## src/rtl/ssd_display_ctrl.sv

```systemverilog
// Four-digit seven-segment controller: handshaked binary input, multi-cycle double-dabble
// conversion into a shadow register, and a free-running anode scan. Option: SSD_LEAD_ZERO_BLANK_EN.
module ssd_display_ctrl #(
   parameter int unsigned SCAN_DIV = 262144
) (
   input  logic        clk,
   input  logic        rst,
   input  logic [12:0] num_in,
   input  logic        num_valid,
   output logic        num_ready,
   output logic        busy,
   output logic [3:0]  Anode,
   output logic [6:0]  LED_out
);

   localparam int DATA_W = 13;
   localparam int PW     = (SCAN_DIV > 1) ? $clog2(SCAN_DIV) : 1;
   localparam logic [PW-1:0] PRESC_MAX = PW'(SCAN_DIV - 1);

   typedef enum logic [1:0] {
      S_IDLE,
      S_SHIFT,
      S_COMMIT
   } state_t;

   state_t              state;
   logic [DATA_W-1:0]   shreg;
   logic [15:0]         bcd;
   logic [15:0]         bcd_adj;
   logic [3:0]          bitcnt;
   logic [15:0]         shadow;

   logic [PW-1:0]       presc;
   logic [1:0]          idx;
   logic [3:0]          cur_digit;
   logic                cur_blank;
   logic [3:0]          lead_zero;

   function automatic logic [3:0] add3(input logic [3:0] n);
      return (n >= 4'd5) ? (n + 4'd3) : n;
   endfunction

   function automatic logic [6:0] seg7(input logic [3:0] d);
      logic [6:0] s;
      case (d)
         4'd0:    s = 7'b0000001;
         4'd1:    s = 7'b1001111;
         4'd2:    s = 7'b0010010;
         4'd3:    s = 7'b0000110;
         4'd4:    s = 7'b1001100;
         4'd5:    s = 7'b0100100;
         4'd6:    s = 7'b0100000;
         4'd7:    s = 7'b0001111;
         4'd8:    s = 7'b0000000;
         4'd9:    s = 7'b0000100;
         default: s = 7'b0000001;
      endcase
      return s;
   endfunction

   function automatic logic [3:0] anode_pat(input logic [1:0] i);
      logic [3:0] a;
      case (i)
         2'd0:    a = 4'b0111;
         2'd1:    a = 4'b1011;
         2'd2:    a = 4'b1101;
         default: a = 4'b1110;
      endcase
      return a;
   endfunction

   always_comb begin
      bcd_adj = {add3(bcd[15:12]), add3(bcd[11:8]), add3(bcd[7:4]), add3(bcd[3:0])};
   end

   // Conversion FSM: the shadow register changes only in COMMIT, so the display never sees partial digits
   always_ff @(posedge clk or posedge rst) begin
      if (rst) begin
         state     <= S_IDLE;
         num_ready <= 1'b1;
         busy      <= 1'b0;
         shreg     <= '0;
         bcd       <= '0;
         bitcnt    <= '0;
         shadow    <= '0;
      end else begin
         case (state)
            S_IDLE: begin
               if (num_valid && num_ready) begin
                  shreg     <= num_in;
                  bcd       <= '0;
                  bitcnt    <= 4'd12;
                  state     <= S_SHIFT;
                  num_ready <= 1'b0;
                  busy      <= 1'b1;
               end
            end
            S_SHIFT: begin
               bcd    <= {bcd_adj[14:0], shreg[DATA_W-1]};
               shreg  <= {shreg[DATA_W-2:0], 1'b0};
               bitcnt <= bitcnt - 4'd1;
               if (bitcnt == 4'd0) state <= S_COMMIT;
            end
            S_COMMIT: begin
               shadow    <= bcd;
               state     <= S_IDLE;
               num_ready <= 1'b1;
               busy      <= 1'b0;
            end
            default: begin
               state     <= S_IDLE;
               num_ready <= 1'b1;
               busy      <= 1'b0;
            end
         endcase
      end
   end

   always_comb begin
      case (idx)
         2'd0:    cur_digit = shadow[15:12];
         2'd1:    cur_digit = shadow[11:8];
         2'd2:    cur_digit = shadow[7:4];
         default: cur_digit = shadow[3:0];
      endcase
   end

   // lead_zero[k] is set when digit k and every more-significant digit are zero; ones is never blanked
   always_comb begin
      lead_zero    = 4'b0000;
      lead_zero[3] = (shadow[15:12] == 4'd0);
      lead_zero[2] = lead_zero[3] && (shadow[11:8] == 4'd0);
      lead_zero[1] = lead_zero[2] && (shadow[7:4] == 4'd0);
`ifdef SSD_LEAD_ZERO_BLANK_EN
      cur_blank    = lead_zero[3 - idx];
`else
      cur_blank    = 1'b0;
`endif
   end

   // Scan: prescaler free-runs; Anode/LED_out are registered one cycle behind the digit index
   always_ff @(posedge clk or posedge rst) begin
      if (rst) begin
         presc   <= '0;
         idx     <= 2'd0;
         Anode   <= 4'b0111;
         LED_out <= 7'b0000001;
      end else begin
         if (presc == PRESC_MAX) begin
            presc <= '0;
            idx   <= idx + 2'd1;
         end else begin
            presc <= presc + PW'(1);
         end
         Anode   <= cur_blank ? 4'b1111 : anode_pat(idx);
         LED_out <= seg7(cur_digit);
      end
   end

endmodule

```

## config.mk

```make
export PLATFORM = sky130hd
export DESIGN_NAME = ssd_display_ctrl
export DESIGN_NICKNAME = d
export VERILOG_FILES = /design/src/rtl/ssd_display_ctrl.sv
export SDC_FILE = /design/constraint.sdc
export NUM_CORES = 1
export LEC_CHECK = 0
export ABC_CLOCK_PERIOD_IN_PS = 3300
export BUFFER_PORTS_ARGS = -buffer_cell sky130_fd_sc_hd__buf_2
export CAP_MARGIN = 30
export CORE_MARGIN = 2
export CORE_UTILIZATION = 39
export CTS_CLUSTER_DIAMETER = 40
export DETAILED_ROUTE_END_ITERATION = 12
export PLACE_DENSITY = 0.53
export SLEW_MARGIN = 20
export SYNTH_ARGS = -nofsm -noshare
export SYNTH_HDL_FRONTEND = slang
export SYNTH_SLANG_ARGS = --single-unit
```

## constraint.sdc

```tcl
create_clock -name clk -period 3.3 [get_ports clk]
set_input_delay 0.33 -clock clk [delete_from_list [all_inputs] [get_ports clk]]
set_output_delay 0.33 -clock clk [all_outputs]
set_load 0.01 [all_outputs]
```

==> results by group, run 1 <==
Yosys
  – Async set or reset register ratio after synthesis: 1.000
  – Syn_nets: 399
  – Yosys top cell area share: 0.5035
  – Most common cell in the netlist: dfrtp_1
  – Register area share after synthesis: 0.5370
  – Number of flops mapped to enable cells by yosys: 0
  – Syn. warnings: 0
  – Flops & latches, synth: 84
  – Post-Synthesis Cell Area: 3926 um^2
  – Commonest register cell after synthesis: dfrtp_1
  – Mean Syn Cell Area: 10.76 um^2
  – Top cells by area, synth: dfrtp_1, ha_1, nand2_1
  – Post-synth top area cell: dfrtp_1
  – Synth cell types: 41
  – Mapped Cells: 365
  – Post-synth top cells: dfrtp_1, nand2_1, o21ai_0, inv_1

Setup path
  – CP Cell Sequence: nand3b_1 -> buf_4 -> a2111oi_0 -> a21oi_1 -> o21ai_0
  – Critical Path RT: 3.56 ns
  – Arr. time, crit path: 2.50 ns
  – RR Startpoint: num_ready
  – Critical path's slowest cell: a2111oi_0
  – Worst setup SP type: register
  – Reg2reg end: bitcnt[3]
  – R2r setup slk: 1.06 ns
  – Critical-path maximum fanout: 15
  – Crit path capture type: register
  – Delay of the slowest cell on the worst path: 0.58 ns
  – Reg2Reg Depth: 5
  – Setup Crit Path Kind: register to register

Routing
  – Vias: 2,631
  – DR iter-0 viols: 86
  – DRT Pass-1 Iters: 4
  – Residual DRC: 0
  – Routed len/inst: 13.56 um
  – Antenna-violating nets left: 0
  – WL final: 7241 um
  – Vias per cell: 4.927

Floorplanning
  – FP Rows: 36
  – Initial Util: 0.4017
  – Ports: 29
  – Total die area: 10,890 um^2
  – Die W: 104.3 um
  – Total core area: 9774 um^2
  – Die H: 104.3 um

Clock tree
  – Clock buffer depth: 2
  – H-Tree Depth: 3
  – CTS tree: yes
  – Post-CTS setup buffers: 0
  – Number of gates resized after CTS: 0
  – Reg clk slew, reported paths: 0.09 ns
  – Clk_lat worst skew: 0.35 ns
  – CTS root buf: clkbuf_8
  – TritonCTS Buffers: 9
  – Clk sink count: 84
  – # hold bufs at CTS: 0

STA
  – Fin worst setup slack: 1.064 ns
  – Skew final: 0.01521 ns
  – Max Slew Vio Count: 0
  – Least-Margin Pin Slew: 0.8891 ns
  – Unrepaired setup endpoints after global routing: false
  – Min cycle time layout: 2.236 ns
  – Final hold violations: 0
  – Worst slew margin: 0.4072
  – Tcrit/Tclk final: 0.6775
  – # setup viols final: 0
  – Post-Route Setup TNS: 0 ns
  – Max Fclk: 447.3 MHz

Power
  – PwrDens: 759.7 nW/um^2
  – Leakage: 2.024 nW
  – Worst vdd ir: 0.0003028 V

Cells and area
  – Final Net Count: 430
  – Layout cells sized above 1: 0.1845
  – Multi-input logic area: 1673 um^2
  – FF/Latch Area: 2108 um^2
  – Area growth syn-to-layout: 12.56%
  – # diodes: 0
  – Layout fillers: 937

Job
  – Max-Cap Viols: 0

Placement
  – Dpl ws: 1.078 ns
  – HPWL after detailed placement: 4945 um
  – Port-buffer cells: 28
  – GP Congestion: 0.7673

Global routing
  – Total Routing Usage GR: 0.1439
  – GRT overflow: 0
  – Largest net degree at the start of global routing: 47
  – Initial antenna violation count: 0
  – Global-route wire length before repair: 12,740 um
  – Number of global-route vias before repair: 2,638

Outcome
  – Outcome: finished clean

Hold path
  – HP Class: input pin to async pin
cell families (layout without fill, tap and decap cells):
| logic type | count (synthesis) | count (layout) | synth area share |
|---|---|---|---|
| multiplexers | 19 | 19 | 0.05258 |
| AO/OA/AOI/OAI | 69 | 69 | 0.1147 |
| flip-flops | 84 | 84 | 0.5370 |
| adder cells (fa/ha/maj) | 18 | 18 | 0.05736 |
| XOR/XNOR | 23 | 23 | 0.05131 |
| buffers and inverters | 35 | 71 | 0.03697 |
| AND/OR/NAND/NOR | 117 | 117 | 0.1501 |
report_power, final:
| part | leakage [nW] | internal (mW) | switching (mW) | total (mW) |
|---|---|---|---|---|
| combinational | 0.863 | 0.476 | 0.625 | 1.10 |
| clock | 0.0897 | 0.353 | 0.373 | 0.726 |
| sequential | 1.07 | 1.33 | 0.205 | 1.53 |
worst max path at each step:
stage / from / slack [ns] / endpoint / cells after the start
detailed placement: state[1] / 1.08 / bitcnt[3] / 5
global route: state[1] / 0.94 / shreg[11] / 4
CTS: num_ready / 1.04 / bitcnt[3] / 5
finish: num_ready / 1.06 / bitcnt[3] / 5
floorplan: rst / 0.81 / Anode[3] / 1
global placement: num_ready / 1.11 / bitcnt[3] / 5
flip-flops by register name, indices dropped and copies added (netlist names):
register	count
shadow	16
LED_out	7
shreg	13
presc	18
num_ready	1
bcd	16
state	2
bitcnt	4
busy	1
Anode	4
idx	2
worst max-delay path: cells and delay by family (launching register included):
kind                   cells  cell delay [ns]
buffers and inverters      1             0.36
and+or+nand+nor            1             0.43
DFF                        1             0.55
AOI/OAI and AO/OA          3             0.81
through the flow:
stage / power (mW) / cell area [um^2] / utilization / hold slack, ns / std cells
floorplan: 2.353 / 3926 / - / 0.4385 / 365
global placement: 2.649 / 4225 / 0.4323 / 0.4554 / 518
detailed placement: 2.674 / 4225 / 0.4323 / 0.4570 / 518
CTS: 3.410 / 4419 / 0.4521 / 0.06439 / 534
global route: 3.648 / 4419 / 0.4521 / 0.1017 / 534
finish: 3.357 / 4419 / 0.4521 / 0.04446 / 534
cell usage in the layout, fill, tap and decap left out, types with 2 or more instances in the layout:
master / instances
ha_1: 18
nand4_1: 5
o31ai_1: 7
a21oi_2: 2
nand2b_1: 7
nand3_1: 18
inv_1: 20
a32o_1: 4
xnor2_1: 13
and3_1: 2
o21ai_0: 28
clkbuf_8: 9
buf_2: 28
clkbuf_1: 2
nor2_1: 14
a21oi_1: 8
nand2_1: 45
nor4_1: 2
o22ai_1: 3
clkinv_4: 2
xor2_1: 10
mux2i_1: 6
and4_1: 2
a222oi_1: 4
clkinvlp_4: 2
nor2b_1: 7
buf_4: 5
dfrtp_1: 79
mux2_2: 13
dfstp_2: 5
nor3_1: 2
and2_1: 3
nand3b_1: 2
a22oi_1: 10
nor3b_1: 2
layer usage:
| layer | global-route usage | up-vias | wire length [um] |
|---|---|---|---|
| met4 | 0.05792 | 0 | 90 |
| met3 | 0.02381 | 7 | 146 |
| li1 | - | 1334 | - |
| met1 | 0.2018 | 1264 | 3661 |
| met5 | 0 | - | 0 |
| met2 | 0.2218 | 26 | 3342 |
cell type report:
| type | count | share of cell area |
|---|---|---|
| clock buffers | 11 | 0.02973 |
| well taps | 133 | 0.03766 |
| multi-input cells | 246 | 0.3785 |
| inverters | 21 | 0.01812 |
| clock inverters | 5 | 0.01416 |
| flip-flops and latches | 84 | 0.4771 |
| repair buffers | 34 | 0.04473 |
Power figures use the tool's default switching activity.
==> run 2: changes to the inputs <==
--- a/config.mk
+++ b/config.mk
@@ -5,7 +5,7 @@
 export SDC_FILE = /design/constraint.sdc
 export NUM_CORES = 1
 export LEC_CHECK = 0
-export ABC_CLOCK_PERIOD_IN_PS = 3300
+export ABC_CLOCK_PERIOD_IN_PS = 2300
 export BUFFER_PORTS_ARGS = -buffer_cell sky130_fd_sc_hd__buf_2
 export CAP_MARGIN = 30
 export CORE_MARGIN = 2
==> constraint.sdc (replaced) <==
create_clock -name clk -period 2.3 [get_ports clk]
set_input_delay 0.23 -clock clk [delete_from_list [all_inputs] [get_ports clk]]
set_output_delay 0.23 -clock clk [all_outputs]
set_load 0.01 [all_outputs]
==> results by group, run 2 (same netlist as run 1, synthesis figures left out) <==
Outcome
  – Outcome: finished clean (unchanged)

Setup path
  – Worst setup SP type: register (unchanged)
  – Critical-path maximum fanout: 5 (was 15)
  – Arr. time, crit path: 2.26 ns (was 2.50 ns)
  – Critical Path RT: 2.51 ns (was 3.56 ns)
  – Setup Crit Path Kind: register to register (unchanged)
  – Crit path capture type: register (unchanged)

Routing
  – DRT Pass-1 Iters: 6 (was 4)
  – Routed len/inst: 13.89 um (was 13.56 um)
  – Antenna-violating nets left: 0 (unchanged)
  – Vias: 2,705 (was 2,631)
  – DR iter-0 viols: 107 (was 86)
  – WL final: 7527 um (was 7241 um)
  – Residual DRC: 0 (unchanged)
  – Vias per cell: 4.991 (was 4.927)

Cells and area
  – Layout cells sized above 1: 0.2005 (was 0.1845)
  – Final std cells w/o fill: 542 (was 534)
  – Layout fillers: 951 (was 937)
  – Area growth syn-to-layout: 15.07% (was 12.56%)
  – Commonest non-fill, non-tap cell in the layout: dfrtp_1 (unchanged)
  – Final core occ: 0.4622 (was 0.4521)
  – Finished Cell Area: 4518 um^2 (was 4419 um^2)
  – Reg with most FFs: presc (unchanged)
  – Commonest non-fill, non-tap cells in the layout: dfrtp_1, nand2_1, o21ai_0, buf_2, inv_1 (unchanged)
  – Max reg flops: 18 (unchanged)
  – # diodes: 0 (unchanged)
  – Largest registers: presc x18, bcd x16, shadow x16 (unchanged)
  – Final Net Count: 438 (was 430)

Floorplanning
  – FP Rows: 36 (unchanged)
  – Initial Util: 0.4017 (unchanged)
  – Die H: 104.3 um (unchanged)
  – Die W: 104.3 um (unchanged)
  – Ports: 29 (unchanged)
  – Total die area: 10,890 um^2 (unchanged)
  – Total core area: 9774 um^2 (unchanged)

STA
  – Worst slew margin: 0.4934 (was 0.4072)
  – # setup viols final: 0 (unchanged)
  – Max Fclk: 487.5 MHz (was 447.3 MHz)
  – Min cycle time layout: 2.051 ns (was 2.236 ns)
  – Tcrit/Tclk final: 0.8918 (was 0.6775)
  – Fin worst setup slack: 0.2489 ns (was 1.064 ns)
  – Post-Route Setup TNS: 0 ns (unchanged)
  – Unrepaired setup endpoints after global routing: false (unchanged)
  – Max Slew Vio Count: 0 (unchanged)
  – Final hold violations: 0 (unchanged)
  – Least-Margin Pin Slew: 0.7583 ns (was 0.8891 ns)
  – Fin Hold WS: 0.003217 ns (was 0.04446 ns)
  – Skew final: 0.01314 ns (was 0.01521 ns)

Hold path
  – HP Class: input pin to async pin (unchanged)

Power
  – Final Total Pwr: 5.083 mW (was 3.357 mW)
  – Switching power share of the total: 0.3377 (was 0.3580)
  – Internal power: 3.366 mW (was 2.155 mW)
  – Worst vdd ir: 0.0004780 V (was 0.0003028 V)
  – Clock share of power: 0.249 (was 0.216)
  – PwrDens: 1125 nW/um^2 (was 759.7 nW/um^2)
  – Psw: 1.717 mW (was 1.202 mW)
  – Leakage: 2.080 nW (was 2.024 nW)
  – Comb pwr share: 0.318 (was 0.328)
  – Flop pwr share: 0.433 (was 0.456)

Global routing
  – Initial antenna violation count: 0 (unchanged)
  – Number of global-route vias before repair: 2,602 (was 2,638)
  – GRT overflow: 0 (unchanged)
  – Global-route wire length before repair: 12,770 um (was 12,740 um)
  – Largest net degree at the start of global routing: 35 (was 47)
  – Total Routing Usage GR: 0.1456 (was 0.1439)

Clock tree
  – Clk_lat worst skew: 0.35 ns (about the same)
  – Clk sink count: 84 (unchanged)
  – Reg clk slew, reported paths: 0.09 ns (about the same)
  – TritonCTS Buffers: 9 (unchanged)
  – Post-CTS setup buffers: 0 (unchanged)
  – Clock buffer depth: 2 (unchanged)
  – CTS tree: yes (unchanged)
  – # hold bufs at CTS: 0 (unchanged)
  – CTS root buf: clkbuf_8 (unchanged)
  – H-Tree Depth: 3 (unchanged)
  – Number of gates resized after CTS: 0 (unchanged)

Placement
  – Dpl ws: 0.2752 ns (was 1.078 ns)
  – HPWL after detailed placement: 5320 um (was 4945 um)
  – # placed instances: 526 (was 518)
  – GP Congestion: 0.8582 (was 0.7673)
  – Port-buffer cells: 28 (unchanged)
  – Placed cell area: 4275 um^2 (was 4225 um^2)

Job
  – Max-Cap Viols: 0 (unchanged)
[run 2: final timing paths]
kind	depth (start not counted)	startpoint	end	slack, ns
worst min register to register	2	shreg[4]	shreg[5]	0.47
worst min-delay path	2	rst	shadow[11]	0.003
worst max register to register	8	idx[0]	LED_out[3]	0.25
worst max-delay path	8	idx[0]	LED_out[3]	0.25
min in group clk	3	num_in[7]	shreg[7]	0.10
max in group asynchronous	3	rst	Anode[1]	1.63
[run 2: final cells by class]
class / count / area (um^2) / area share
clock buffer: 12 / 145.1 / 0.03212
clock inverter: 4 / 97.59 / 0.02160
sequential: 84 / 2108 / 0.4666
timing repair buffer: 42 / 245.2 / 0.05428
tap: 133 / 166.4 / 0.03683
multi-input combinational: 246 / 1673 / 0.3703
inverter: 21 / 82.58 / 0.01828
[run 2: power by group through the flow]
stage                     clock (mW)  combinational (mW)  sequential [mW]
after global routing            1.35                1.88             2.26
final                           1.27                1.62             2.20
after global placement             0                1.61             2.23
after detailed placement           0                1.64             2.23
after floorplan                    0                1.21             2.16
after CTS                       1.31                1.65             2.21
[run 2: routing by layer]
metal  vias up  routed length, um  track usage
met3        10                238      0.02506
li1       1346                  -            -
met2        49               3399       0.2241
met1      1300               3788       0.2027
met4         0                101      0.06178
met5         -                  0            0
[run 2: worst max-delay path: stages, from the launching register on]
cell and delay (ns):
dfrtp_1 0.41, inv_1 0.12, ha_1 0.27, a222oi_1 0.11, a21oi_1 0.36, inv_1 0.12
ha_1 0.33, mux2i_1 0.14, nor2_1 0.05
==> run 3: changes to the inputs <==
==> config.mk (replaced) <==
export PLATFORM = sky130hd
export DESIGN_NAME = ssd_display_ctrl
export DESIGN_NICKNAME = d
export VERILOG_FILES = /design/src/rtl/ssd_display_ctrl.sv
export SDC_FILE = /design/constraint.sdc
export NUM_CORES = 1
export LEC_CHECK = 0
export BUFFER_PORTS_ARGS = -buffer_cell sky130_fd_sc_hd__buf_4
export CAP_MARGIN = 30
export CORE_MARGIN = 2
export CORE_UTILIZATION = 25
export CTS_CLUSTER_DIAMETER = 40
export DETAILED_ROUTE_END_ITERATION = 12
export PLACE_DENSITY = 0.37
export SLEW_MARGIN = 20
export SYNTH_ARGS = -nofsm -noshare
export SYNTH_HDL_FRONTEND = slang
export SYNTH_SLANG_ARGS = --single-unit
==> results by group, run 3 (same netlist as run 1, synthesis figures left out) <==
Cells and area
  – Final std cells w/o fill: 618 (was 542)
  – Area growth syn-to-layout: 22.12% (was 15.07%)
  – Reg with most FFs: presc (unchanged)
  – Final Net Count: 436 (was 438)
  – Layout cells sized above 1: 0.1966 (was 0.2005)
  – Finished Cell Area: 4795 um^2 (was 4518 um^2)
  – Commonest non-fill, non-tap cells in the layout: dfrtp_1, nand2_1, buf_4 (was dfrtp_1, nand2_1, o21ai_0, buf_2, inv_1)
  – Largest registers: presc x18, bcd x16, shadow x16 (unchanged)
  – Commonest non-fill, non-tap cell in the layout: dfrtp_1 (unchanged)
  – Max reg flops: 18 (unchanged)
  – # diodes: 0 (unchanged)

Clock tree
  – CTS tree: yes (unchanged)
  – TritonCTS Buffers: 9 (unchanged)
  – Reg clk slew, reported paths: 0.06 ns (was 0.09 ns)
  – Clk sink count: 84 (unchanged)
  – CTS root buf: clkbuf_16 (was clkbuf_8)
  – Clock buffer depth: 2 (unchanged)
  – H-Tree Depth: 3 (unchanged)
  – Clk_lat worst skew: 0.34 ns (was 0.35 ns)

STA
  – Final hold violations: 0 (unchanged)
  – Max Slew Vio Count: 0 (unchanged)
  – Unrepaired setup endpoints after global routing: false (unchanged)
  – Least-Margin Pin Slew: 0.6490 ns (was 0.7583 ns)
  – Skew final: 0.008794 ns (was 0.01314 ns)
  – Max Fclk: 481.9 MHz (was 487.5 MHz)
  – Post-Route Setup TNS: 0 ns (unchanged)
  – Min cycle time layout: 2.075 ns (was 2.051 ns)
  – Tcrit/Tclk final: 0.9023 (was 0.8918)
  – Worst slew margin: 0.5673 (was 0.4934)
  – # setup viols final: 0 (unchanged)

Placement
  – GP Congestion: 0.8021 (was 0.8582)
  – # placed instances: 601 (was 526)
  – Placed cell area: 4433 um^2 (was 4275 um^2)
  – HPWL after detailed placement: 5888 um (was 5320 um)
  – Port-buffer cells: 28 (unchanged)

Setup path
  – Critical-path maximum fanout: 5 (unchanged)
  – Setup Crit Path Kind: register to register (unchanged)
  – Worst setup SP type: register (unchanged)
  – RR Startpoint: idx[0] (unchanged)
  – Reg2reg end: LED_out[3] (unchanged)
  – Critical Path RT: 2.50 ns (was 2.51 ns)
  – R2r setup slk: 0.22 ns (was 0.25 ns)
  – Reg2Reg Depth: 8 (unchanged)
  – Crit path capture type: register (unchanged)
  – Arr. time, crit path: 2.27 ns (was 2.26 ns)

Floorplanning
  – Initial Util: 0.2573 (was 0.4017)
  – Total core area: 15,260 um^2 (was 9774 um^2)
  – Die W: 129.3 um (was 104.3 um)
  – Die H: 129.3 um (was 104.3 um)
  – Ports: 29 (unchanged)
  – FP Rows: 45 (was 36)
  – Total die area: 16,720 um^2 (was 10,890 um^2)

Hold path
  – Worst Hold End: shreg[10]
  – Worst min-delay path startpoint: num_in[10]
  – Hold path depth: 3
  – HP Class: input pin to register (was input pin to async pin)

Power
  – Final Total Pwr: 5.610 mW (was 5.083 mW)
  – Leakage: 2.156 nW (was 2.080 nW)
  – PwrDens: 1170 nW/um^2 (was 1125 nW/um^2)
  – Worst vdd ir: 0.0004800 V (was 0.0004780 V)

Routing
  – Routed len/inst: 13.78 um (was 13.89 um)
  – Vias per cell: 4.377 (was 4.991)
  – Residual DRC: 0 (unchanged)
  – DR iter-0 viols: 110 (was 107)
  – Antenna-violating nets left: 0 (unchanged)
  – DRT Pass-1 Iters: 4 (was 6)
  – Vias: 2,705 (unchanged)
  – WL final: 8519 um (was 7527 um)

Global routing
  – Global-route wire length before repair: 14,150 um (was 12,770 um)
  – Number of global-route vias before repair: 2,716 (was 2,602)
  – GRT overflow: 0 (unchanged)
  – Total Routing Usage GR: 0.1104 (was 0.1456)
  – Largest net degree at the start of global routing: 40 (was 35)
  – Initial antenna violation count: 0 (unchanged)

Outcome
  – Outcome: finished clean (unchanged)

Job
  – Max-Cap Viols: 0 (unchanged)
run 3: cell type report:
class | instances | area, um^2
Clock buffer | 12 | 256.5
Clock inverter | 4 | 95.09
Fill cell | 1592 | 10460
Inverter | 21 | 82.58
Multi-Input combinational cell | 246 | 1673
Sequential cell | 84 | 2108
Tap cell | 211 | 264.0
Timing Repair Buffer | 40 | 315.3
run 3: per-layer routing:
layer  routed length, um  global-route usage  up-vias
met1                4218              0.1452     1316
met5                   0                   0        -
met3                 356             0.04088        5
met4                  70             0.02877        0
met2                3873              0.1721       39
li1                    -                   -     1345
run 3: timing repair:
action / 4_1_cts / 5_1_grt
resized for setup: 0 / 0
buffers inserted: 0 / 0
endpoints found under the hold margin: 15 / 0
hold buffers: 1 / 0
run 3: worst max path at each step:
stage,start,endpoint,slack (ns),depth (start not counted)
global placement,idx[0],LED_out[3],0.33,8
global route,idx[0],LED_out[3],0.06,8
floorplan,idx[0],LED_out[3],0.49,8
CTS,idx[0],LED_out[3],0.20,8
finish,idx[0],LED_out[3],0.22,8
detailed placement,idx[0],LED_out[3],0.22,8
run 3: critical path, cell delays in order (launching register included):
cell	delay, ns
dfrtp_1	0.40
inv_1	0.12
ha_1	0.27
a222oi_1	0.14
a21oi_1	0.37
inv_1	0.12
ha_1	0.33
mux2i_1	0.14
nor2_1	0.05
run 3: power by group:
part	switching (mW)	internal (mW)
Sequential	0.315	1.91
Clock	0.588	1.12
Combinational	0.931	0.750
run 3: stage by stage:
| stage | hold slack [ns] | util | setup WS (ns) |
|---|---|---|---|
| floorplan | 0.3651 | - | 0.4935 |
| detailed placement | 0.3690 | 0.2905 | 0.2208 |
| CTS | 0.09269 | 0.3142 | 0.1960 |
| global placement | 0.3622 | 0.2905 | 0.3328 |
| global route | 0.1009 | 0.3142 | 0.05599 |
| finish | 0.1069 | 0.3142 | 0.2247 |
